===== config.mk =====
export PLATFORM = sky130hd
export DESIGN_NAME = mprj_io_cfg_loader_flat
export DESIGN_NICKNAME = d
export VERILOG_FILES = /design/src/rtl/mprj_cfg_pkg.sv /design/src/rtl/mprj_io_cfg_loader_if.sv /design/src/rtl/mprj_cfg_shifter.sv /design/src/rtl/mprj_io_cfg_loader.sv /design/src/flat_wrapper.sv
export SDC_FILE = /design/constraint.sdc
export NUM_CORES = 1
export LEC_CHECK = 0
export ABC_CLOCK_PERIOD_IN_PS = 2350
export BUFFER_PORTS_ARGS = -buffer_cell sky130_fd_sc_hd__buf_2
export CAP_MARGIN = 20
export CORE_UTILIZATION = 54
export CTS_CLUSTER_DIAMETER = 80
export DETAILED_ROUTE_END_ITERATION = 8
export GPL_TIMING_DRIVEN = 0
export MAX_ROUTING_LAYER = met4
export PLACE_DENSITY = 0.88
export SYNTH_ARGS = -nofsm -noshare
export SYNTH_HDL_FRONTEND = slang
export SYNTH_SLANG_ARGS = --single-unit

===== constraint.sdc =====
create_clock -name wb_clk_i -period 2.35 [get_ports wb_clk_i]
set_clock_uncertainty 0.1 [all_clocks]
set_input_delay 0.235 -clock wb_clk_i [delete_from_list [all_inputs] [get_ports wb_clk_i]]
set_output_delay 0.235 -clock wb_clk_i [all_outputs]
set_load 0.02 [all_outputs]

===== src/rtl/mprj_cfg_pkg.sv =====
// Shared definitions for the mprj_io pad configuration loader.
//   - state_t      : loader FSM states (also exported on the debug port)
//   - CFG_*        : bit positions inside one 13-bit pad config word
//   - CFG_MODE_*   : commonly used complete pad config words
//   - cfg_pack()   : builds a config word from its most-used fields
package mprj_cfg_pkg;

  typedef enum logic [2:0] {
    S_IDLE  = 3'd0,
    S_FETCH = 3'd1,
    S_SETUP = 3'd2,
    S_HIGH  = 3'd3,
    S_LOAD  = 3'd4,
    S_FIN   = 3'd5
  } state_t;

  localparam int CFG_W = 13;

  // Field positions inside a pad config word (bit 12 is shifted first).
  localparam int CFG_MGMT_EN      = 0;
  localparam int CFG_OEB          = 1;
  localparam int CFG_HOLDOVER     = 2;
  localparam int CFG_INP_DIS      = 3;
  localparam int CFG_IB_MODE_SEL  = 4;
  localparam int CFG_ANALOG_EN    = 5;
  localparam int CFG_ANALOG_SEL   = 6;
  localparam int CFG_ANALOG_POL   = 7;
  localparam int CFG_SLOW_SEL     = 8;
  localparam int CFG_VTRIP_SEL    = 9;
  localparam int CFG_DM_LSB       = 10;
  localparam int CFG_DM_MSB       = 12;

  // Power-on pad mode: management-owned, dm=3'b110, output disabled.
  localparam logic [CFG_W-1:0] CFG_MODE_MGMT_BIDIR   = 13'h1803;
  localparam logic [CFG_W-1:0] CFG_MODE_USER_STD_OUT = 13'h1808;
  localparam logic [CFG_W-1:0] CFG_MODE_USER_IN_NOPL = 13'h0402;

  function automatic logic [CFG_W-1:0] cfg_pack(input logic [2:0] dm,
                                                input logic       oeb,
                                                input logic       mgmt_en);
    logic [CFG_W-1:0] w;
    w = '0;
    w[CFG_DM_MSB:CFG_DM_LSB] = dm;
    w[CFG_OEB]               = oeb;
    w[CFG_MGMT_EN]           = mgmt_en;
    return w;
  endfunction

endpackage


===== src/rtl/mprj_io_cfg_loader_if.sv =====
// Management-core side of the pad config loader.
//   start/abort        : requests from the management core
//   busy/done/aborted  : loader status
//   cfg_idx/cfg_word   : register-file read port (index out, word back)
//
// Handshake: start is a 1-cycle request honoured only while busy=0; busy
// stays high from the cycle after start until the load ends; exactly one
// of done/aborted pulses for one cycle to end it. abort is honoured only
// while busy=1 (and not in the final done cycle). cfg_word must reflect
// cfg_idx combinationally within the cycle after cfg_idx changes.
interface mprj_io_cfg_loader_if #(
  parameter int NUM_PADS = 38,
  parameter int CFG_BITS = 13
) ();
  localparam int IDX_W = $clog2(NUM_PADS);

  logic                start;
  logic                abort;
  logic                busy;
  logic                done;
  logic                aborted;
  logic [IDX_W-1:0]    cfg_idx;
  logic [CFG_BITS-1:0] cfg_word;

  modport master (
    output start, abort, cfg_word,
    input  busy, done, aborted, cfg_idx
  );

  modport slave (
    input  start, abort, cfg_word,
    output busy, done, aborted, cfg_idx
  );
endinterface


===== src/rtl/mprj_cfg_shifter.sv =====
// Datapath for one pad word: shift register, remaining-bit counter and
// the half-period timer shared by the SETUP/HIGH/LOAD phases.
//   load_i     : capture word_i, arm bit counter to CFG_BITS-1
//   step_i     : shift left one bit, count down (stops at 0)
//   hc_clr_i   : restart the half-period timer (otherwise it counts up)
//   next_msb_o : MSB the shift register will present after this edge
//   last_bit_o : the bit currently on the wire is the word's last one
//   hc_done_o  : current phase has lasted HALF cycles
module mprj_cfg_shifter #(
  parameter int CFG_BITS = 13,
  parameter int HALF     = 2
) (
  input  logic                clk_i,
  input  logic                rst_i,
  input  logic                load_i,
  input  logic                step_i,
  input  logic                hc_clr_i,
  input  logic [CFG_BITS-1:0] word_i,
  output logic                next_msb_o,
  output logic                last_bit_o,
  output logic                hc_done_o
);
  localparam int CNT_W = $clog2(CFG_BITS);
  localparam int HC_W  = $clog2(HALF + 1);

  logic [CFG_BITS-1:0] shreg_q, shreg_d;
  logic [CNT_W-1:0]    bit_cnt_q, bit_cnt_d;
  logic [HC_W-1:0]     hcnt_q, hcnt_d;

  always_comb begin
    shreg_d   = shreg_q;
    bit_cnt_d = bit_cnt_q;
    if (load_i) begin
      shreg_d   = word_i;
      bit_cnt_d = CNT_W'(CFG_BITS - 1);
    end else if (step_i) begin
      shreg_d = shreg_q << 1;
      if (bit_cnt_q != '0) bit_cnt_d = bit_cnt_q - CNT_W'(1);
    end
    hcnt_d = hc_clr_i ? '0 : hcnt_q + HC_W'(1);
  end

  always_ff @(posedge clk_i) begin
    if (rst_i) begin
      shreg_q   <= '0;
      bit_cnt_q <= '0;
      hcnt_q    <= '0;
    end else begin
      shreg_q   <= shreg_d;
      bit_cnt_q <= bit_cnt_d;
      hcnt_q    <= hcnt_d;
    end
  end

  // The FSM registers serial_data on the same edge that loads/shifts, so
  // it needs the post-edge MSB ahead of time.
  assign next_msb_o = load_i ? word_i[CFG_BITS-1] : shreg_q[CFG_BITS-2];
  assign last_bit_o = (bit_cnt_q == '0);
  assign hc_done_o  = (hcnt_q == HC_W'(HALF - 1));
endmodule


===== src/rtl/mprj_io_cfg_loader.sv =====
// Serial loader for the mprj_io pad configuration chain. On start it walks
// pads NUM_PADS-1 down to 0, fetching each config word and shifting it
// MSB-first with a serial clock of 2*HALF wb_clk_i cycles, then strobes
// serial_load for HALF cycles so every pad adopts its new config at once.
//   wb_clk_i, wb_rst_i : clock, synchronous active-high reset
//   host               : start/abort/busy/done/aborted + cfg_idx/cfg_word
//   serial_clock/data  : chain shift clock and data (data stable while high)
//   serial_load        : chain latch strobe
//   serial_resetn      : chain reset, low only while wb_rst_i is applied
//   dbg_state_o        : current FSM state
module mprj_io_cfg_loader
  import mprj_cfg_pkg::*;
#(
  parameter int NUM_PADS = 38,
  parameter int CFG_BITS = 13,
  parameter int HALF     = 2
) (
  input  logic                wb_clk_i,
  input  logic                wb_rst_i,
  mprj_io_cfg_loader_if.slave host,
  output logic                serial_clock,
  output logic                serial_data,
  output logic                serial_load,
  output logic                serial_resetn,
  output state_t              dbg_state_o
);
  localparam int               IDX_W    = $clog2(NUM_PADS);
  localparam logic [IDX_W-1:0] LAST_IDX = IDX_W'(NUM_PADS - 1);

  state_t           state_q;
  logic             busy_q, done_q, aborted_q;
  logic             sclk_q, sdata_q, sload_q, sresetn_q;
  logic [IDX_W-1:0] cfg_idx_q;

  logic in_timed, abort_hit, sh_load, sh_step, hc_clr;
  logic next_msb, last_bit, hc_done;

  assign in_timed  = (state_q == S_SETUP) || (state_q == S_HIGH) || (state_q == S_LOAD);
  // FIN is deliberately excluded: once the latch pulse is out, finish cleanly.
  assign abort_hit = host.abort && (in_timed || (state_q == S_FETCH));
  assign sh_load   = (state_q == S_FETCH) && !host.abort;
  assign sh_step   = (state_q == S_HIGH) && hc_done && !host.abort;
  // Timer idles at 0 outside timed phases and restarts at each phase end,
  // so every SETUP/HIGH/LOAD entry begins from zero.
  assign hc_clr    = !in_timed || hc_done || host.abort;

  mprj_cfg_shifter #(
    .CFG_BITS (CFG_BITS),
    .HALF     (HALF)
  ) u_shifter (
    .clk_i      (wb_clk_i),
    .rst_i      (wb_rst_i),
    .load_i     (sh_load),
    .step_i     (sh_step),
    .hc_clr_i   (hc_clr),
    .word_i     (host.cfg_word),
    .next_msb_o (next_msb),
    .last_bit_o (last_bit),
    .hc_done_o  (hc_done)
  );

  always_ff @(posedge wb_clk_i) begin
    if (wb_rst_i) begin
      state_q   <= S_IDLE;
      busy_q    <= 1'b0;
      done_q    <= 1'b0;
      aborted_q <= 1'b0;
      sclk_q    <= 1'b0;
      sdata_q   <= 1'b0;
      sload_q   <= 1'b0;
      sresetn_q <= 1'b0;
      cfg_idx_q <= LAST_IDX;
    end else begin
      sresetn_q <= 1'b1;
      done_q    <= 1'b0;
      aborted_q <= 1'b0;
      if (abort_hit) begin
        // No latch pulse on abort: pads keep their previous config.
        state_q   <= S_IDLE;
        busy_q    <= 1'b0;
        aborted_q <= 1'b1;
        sclk_q    <= 1'b0;
        sload_q   <= 1'b0;
        cfg_idx_q <= LAST_IDX;
      end else begin
        case (state_q)
          S_IDLE: begin
            if (host.start) begin
              state_q   <= S_FETCH;
              busy_q    <= 1'b1;
              cfg_idx_q <= LAST_IDX;
            end
          end
          S_FETCH: begin
            state_q <= S_SETUP;
            sclk_q  <= 1'b0;
            sdata_q <= next_msb;
          end
          S_SETUP: begin
            if (hc_done) begin
              state_q <= S_HIGH;
              sclk_q  <= 1'b1;
            end
          end
          S_HIGH: begin
            if (hc_done) begin
              sclk_q <= 1'b0;
              if (!last_bit) begin
                state_q <= S_SETUP;
                sdata_q <= next_msb;
              end else if (cfg_idx_q != '0) begin
                state_q   <= S_FETCH;
                cfg_idx_q <= cfg_idx_q - IDX_W'(1);
              end else begin
                state_q <= S_LOAD;
                sload_q <= 1'b1;
              end
            end
          end
          S_LOAD: begin
            if (hc_done) begin
              state_q <= S_FIN;
              sload_q <= 1'b0;
              busy_q  <= 1'b0;
              done_q  <= 1'b1;
            end
          end
          S_FIN: begin
            state_q   <= S_IDLE;
            cfg_idx_q <= LAST_IDX;
          end
          default: state_q <= S_IDLE;
        endcase
      end
    end
  end

  assign host.busy     = busy_q;
  assign host.done     = done_q;
  assign host.aborted  = aborted_q;
  assign host.cfg_idx  = cfg_idx_q;
  assign serial_clock  = sclk_q;
  assign serial_data   = sdata_q;
  assign serial_load   = sload_q;
  assign serial_resetn = sresetn_q;
  assign dbg_state_o   = state_q;
endmodule

===== src/flat_wrapper.sv =====
// flat-port wrapper written by rule: the top's interface ports become plain ports
module mprj_io_cfg_loader_flat import mprj_cfg_pkg::*;
#(
  parameter int NUM_PADS = 38,
  parameter int CFG_BITS = 13,
  parameter int HALF     = 2
)
  (wb_clk_i, wb_rst_i, serial_clock, serial_data, serial_load, serial_resetn, dbg_state_o, host_start, host_abort, host_cfg_word, host_busy, host_done, host_aborted, host_cfg_idx);
  mprj_io_cfg_loader_if #(.NUM_PADS(NUM_PADS), .CFG_BITS(CFG_BITS)) host_i ();
  input  logic wb_clk_i;
  input  logic wb_rst_i;
  output logic serial_clock;
  output logic serial_data;
  output logic serial_load;
  output logic serial_resetn;
  output state_t dbg_state_o;
  input wire logic [$bits(host_i.start)-1:0] host_start;
  input wire logic [$bits(host_i.abort)-1:0] host_abort;
  input wire logic [$bits(host_i.cfg_word)-1:0] host_cfg_word;
  output wire logic [$bits(host_i.busy)-1:0] host_busy;
  output wire logic [$bits(host_i.done)-1:0] host_done;
  output wire logic [$bits(host_i.aborted)-1:0] host_aborted;
  output wire logic [$bits(host_i.cfg_idx)-1:0] host_cfg_idx;
  assign host_i.start = host_start;
  assign host_i.abort = host_abort;
  assign host_i.cfg_word = host_cfg_word;
  assign host_busy = host_i.busy;
  assign host_done = host_i.done;
  assign host_aborted = host_i.aborted;
  assign host_cfg_idx = host_i.cfg_idx;
  mprj_io_cfg_loader #(.NUM_PADS(NUM_PADS), .CFG_BITS(CFG_BITS), .HALF(HALF)) u_core (.wb_clk_i(wb_clk_i), .wb_rst_i(wb_rst_i), .host(host_i), .serial_clock(serial_clock), .serial_data(serial_data), .serial_load(serial_load), .serial_resetn(serial_resetn), .dbg_state_o(dbg_state_o));
endmodule

==> run_results.csv <==
group,metric,value,unit
placement,pre_cts_ws,0.294,ns
synth,syn-num-nets,212,
clocking,path_clk_slew,0.10,ns
run,max_cap_viol_count,0,
pwr,cellPowerDensity,755,nW/um^2
worst_hold_path,min_path_type,"primary input to register",
clocking,clkLatencyLatePin,0.34,ns
grt,antenna_found_initial,0,
floorplanning,rows,20,
critical_path,cp_max_fo,5,
grt,grt_overflow,0,
status,status,"finished, final reports clean",
timing,finalCriticalPeriod,2.10,ns
final_layout,syn_to_final_growth,16.8,%
timing,fin_crit_sh,89.2,%
grt,grt_first_pass_wirelength,6170,um
synth,ys_top_cells_by_count,"34 x dfxtp_1, 20 x nand2_1, 19 x a21oi_1",
drt,viasPerCell,5.67,
clocking,htree_levels,2,
grt,grt_max_degree,11,
timing,finalSetupTns,0,ns
final_layout,diodes,0,
synth,ys_warn_count,0,
drt,first_iter_violations,69,
critical_path,r2r_cells,6,
final_layout,drive_gt1_share,26.3,%
synth,avgSynthCellArea,8.92,sq um
placement,port_buffers,32,
synth,yosysTopAreaCell,"dfxtp_1",
synth,synthArstFlopShare,0,%
timing,finalSetupViolations,0,
critical_path,cp.arrival,2.26,ns
drt,wirelength,3650,um
synth,ys_seq_elements,34,
critical_path,r2r_end,"u_core.host.cfg_idx[1]",
clocking,cts_max_path_buffers,2,
synth,synth_ff_type,"dfxtp_1",
synth,netlist_area,1700,sq um
final_layout,final_area,1990,sq um
pwr,finalPower,1.50,mW
floorplanning,dieArea,3380,sq um
critical_path,r2r_slack,0.25,ns
timing,finalWorstSetupSlack,0.253,ns
clocking,cts_tree,"yes",
floorplanning,start_util,56.2,%
synth,synth_top_area_share,40.0,%
clocking,cts.sinks,34,
timing,relSlewSlack,63.5,%
timing,fmax,0.477,GHz
synth,ys_seq_area_share,40.0,%
timing,rsz0062_at_grt,"false",
worst_hold_path,min_to,"u_core.u_shifter.shreg_q[2]",
final_layout,n_fill_cell,266,
final_layout,multi_input_area,928,sq um
floorplanning,dieWidth,58.2,um
timing,worst_pin_slew,0.546,ns
clocking,cts_root_buffer,"clkbuf_4",
placement,dpl_cell_area,1920,sq um
grt,grtUsageTotal,25.3,%
clocking,cts_setup_buffers,0,
critical_path,cpPeakStageDelay,0.51,ns
critical_path,crit_path_start_kind,"register",
pwr,ir_worst_vdd,0.401,mV
timing,hold_viol,0,
placement,globalplace.congestion,0.812,
critical_path,worstPathRequired,2.51,ns
drt,vias,1566,
floorplanning,fp.dieH,58.2,um
worst_hold_path,hp-start,"host_cfg_word[2]",
timing,slew_violations,0,
final_layout,post-route-util,65.7,%
drt,remaining_drc_errors,0,
floorplanning,core-area,3030,sq um
critical_path,crit_type,"register to register",
synth,syn-instance-count,191,
worst_hold_path,hold_depth,3,
final_layout,nets,252,
grt,grt_pass1_vias,1363,
critical_path,end_kind,"register",
placement,place_hpwl,2590,um
synth,synthTopCellsByArea,"dfxtp_1 40%, a21oi_1 5.6%, a22oi_1 4.4%",
synth,ys_types,58,
critical_path,crit-reg2reg-launch,"u_core.host.cfg_idx[0]",
floorplanning,io_pins,33,
pwr,power_leakage,0.820,nW
drt,routedWlPerCell,13.2,um
synth,synth-edff-count,0,
synth,synthMostInstantiatedCell,"dfxtp_1",
drt,ant_nets,0,
critical_path,slowest_stage,"or4b_4",
clocking,cts_resized,0,
final_layout,seq_area,681,sq um
clocking,cts_buffers,5,
critical_path,worstPathCellList,"inv_1, ha_1, or4b_4, or2_4, a2111o_1, o31ai_1",
drt,drtPass1Iterations,5,
[report_power, final]
group / internal [mW] / switching [mW] / total, mW
combinational: 0.192 / 0.281 / 0.473
clock: 0.145 / 0.188 / 0.333
sequential: 0.637 / 0.0573 / 0.694
total: 0.974 / 0.526 / 1.50
[layout by cell type (no fill, tap or decap), drive strengths merged, types with 2 or more instances in the layout]
master / Yosys / final
buf: 6 / 38
dfxtp: 34 / 34
nand2: 20 / 20
a21oi: 20 / 20
nor2: 19 / 19
clkbuf: 5 / 12
a22oi: 10 / 10
inv: 8 / 8
o21ai: 6 / 6
nand3: 5 / 5
nor3: 5 / 5
o31ai: 4 / 4
mux2i: 4 / 4
ha: 4 / 4
a211oi: 4 / 4
and3: 3 / 3
nand2b: 2 / 2
nor3b: 2 / 2
and2: 2 / 2
or4b: 2 / 2
or3b: 2 / 2
or3: 2 / 2
[worst max-delay path, delay by kind of cell (launching register included)]
kind	cells	cell delay (ns)
and+or+nand+nor	2	0.79
AOI/OAI and AO/OA	2	0.47
DFF	1	0.35
adders and majority gates	1	0.22
buffers and inverters	1	0.07
[timing repair]
item / in CTS / in global routing
hold buffers: 1 / 0
hold endpoints to repair: 1 / 0
setup endpoints to repair: 0 / 0
[layout make-up]
cell class,instances,area share [%]
Multi-Input combinational cell,138,46.7
Sequential cell,34,34.2
Timing Repair Buffer,33,8.56
Buffer,11,3.21
Clock buffer,7,2.77
Tap cell,44,2.77
Inverter,8,1.51
Clock inverter,1,0.252
[registers in the layout, summed over array words and instances, names as in the netlist]
name                        cells
u_core.u_shifter.shreg_q       12
u_core.host.cfg_idx             6
u_core.u_shifter.bit_cnt_q      4
u_core.dbg_state_o              3
u_core.u_shifter.hcnt_q         2
u_core.host.aborted             1
u_core.host.busy                1
u_core.host.done                1
u_core.serial_clock             1
u_core.serial_data              1
u_core.serial_load              1
u_core.serial_resetn            1
[routing by layer]
layer / GRT usage, % / part of all wire [%] / up-vias
li1: - / - / 783
met1: 29.9 / 44 / 719
met2: 39.1 / 47 / 53
met3: 8.26 / 5.6 / 11
met4: 11.2 / 2.4 / 0
met5: - / 0 / -
[worst max-delay path by stage]
| stage | depth (start not counted) | to | slack, ns | from |
|---|---|---|---|---|
| 3_3_place_gp | 6 | u_core.host.cfg_idx[1] | 0.34 | u_core.host.cfg_idx[0] |
| 4_1_cts | 6 | u_core.host.cfg_idx[1] | 0.24 | u_core.host.cfg_idx[0] |
| 3_5_place_dp | 6 | u_core.host.cfg_idx[1] | 0.29 | u_core.host.cfg_idx[0] |
| 2_1_floorplan | 6 | u_core.host.cfg_idx[1] | 0.32 | u_core.host.cfg_idx[0] |
| 6_report | 6 | u_core.host.cfg_idx[1] | 0.25 | u_core.host.cfg_idx[0] |
| 5_1_grt | 5 | u_core.host.cfg_idx[2] | 0.16 | u_core.dbg_state_o[0] |
[kinds of logic (layout without fill, tap and decap cells)]
family	after synthesis	in the layout	share of synthesized area, %
xor+xnor	1	1	0.514
simple gates	71	71	24.5
mux	4	4	2.35
compound gates	58	58	24.2
buf+inv	19	60	5.51
flops	34	34	40.0
fa+ha+maj	4	4	2.94
[through the flow]
| step | hold slack [ns] | std cells |
|---|---|---|
| after floorplan | 0.210 | 191 |
| after CTS | 0.00807 | 276 |
| after detailed placement | 0.317 | 267 |
| after global routing | 0.00825 | 276 |
| final | 0.0225 | 276 |
| after global placement | 0.309 | 267 |
Note: power is estimated with default switching activity, not from simulation.
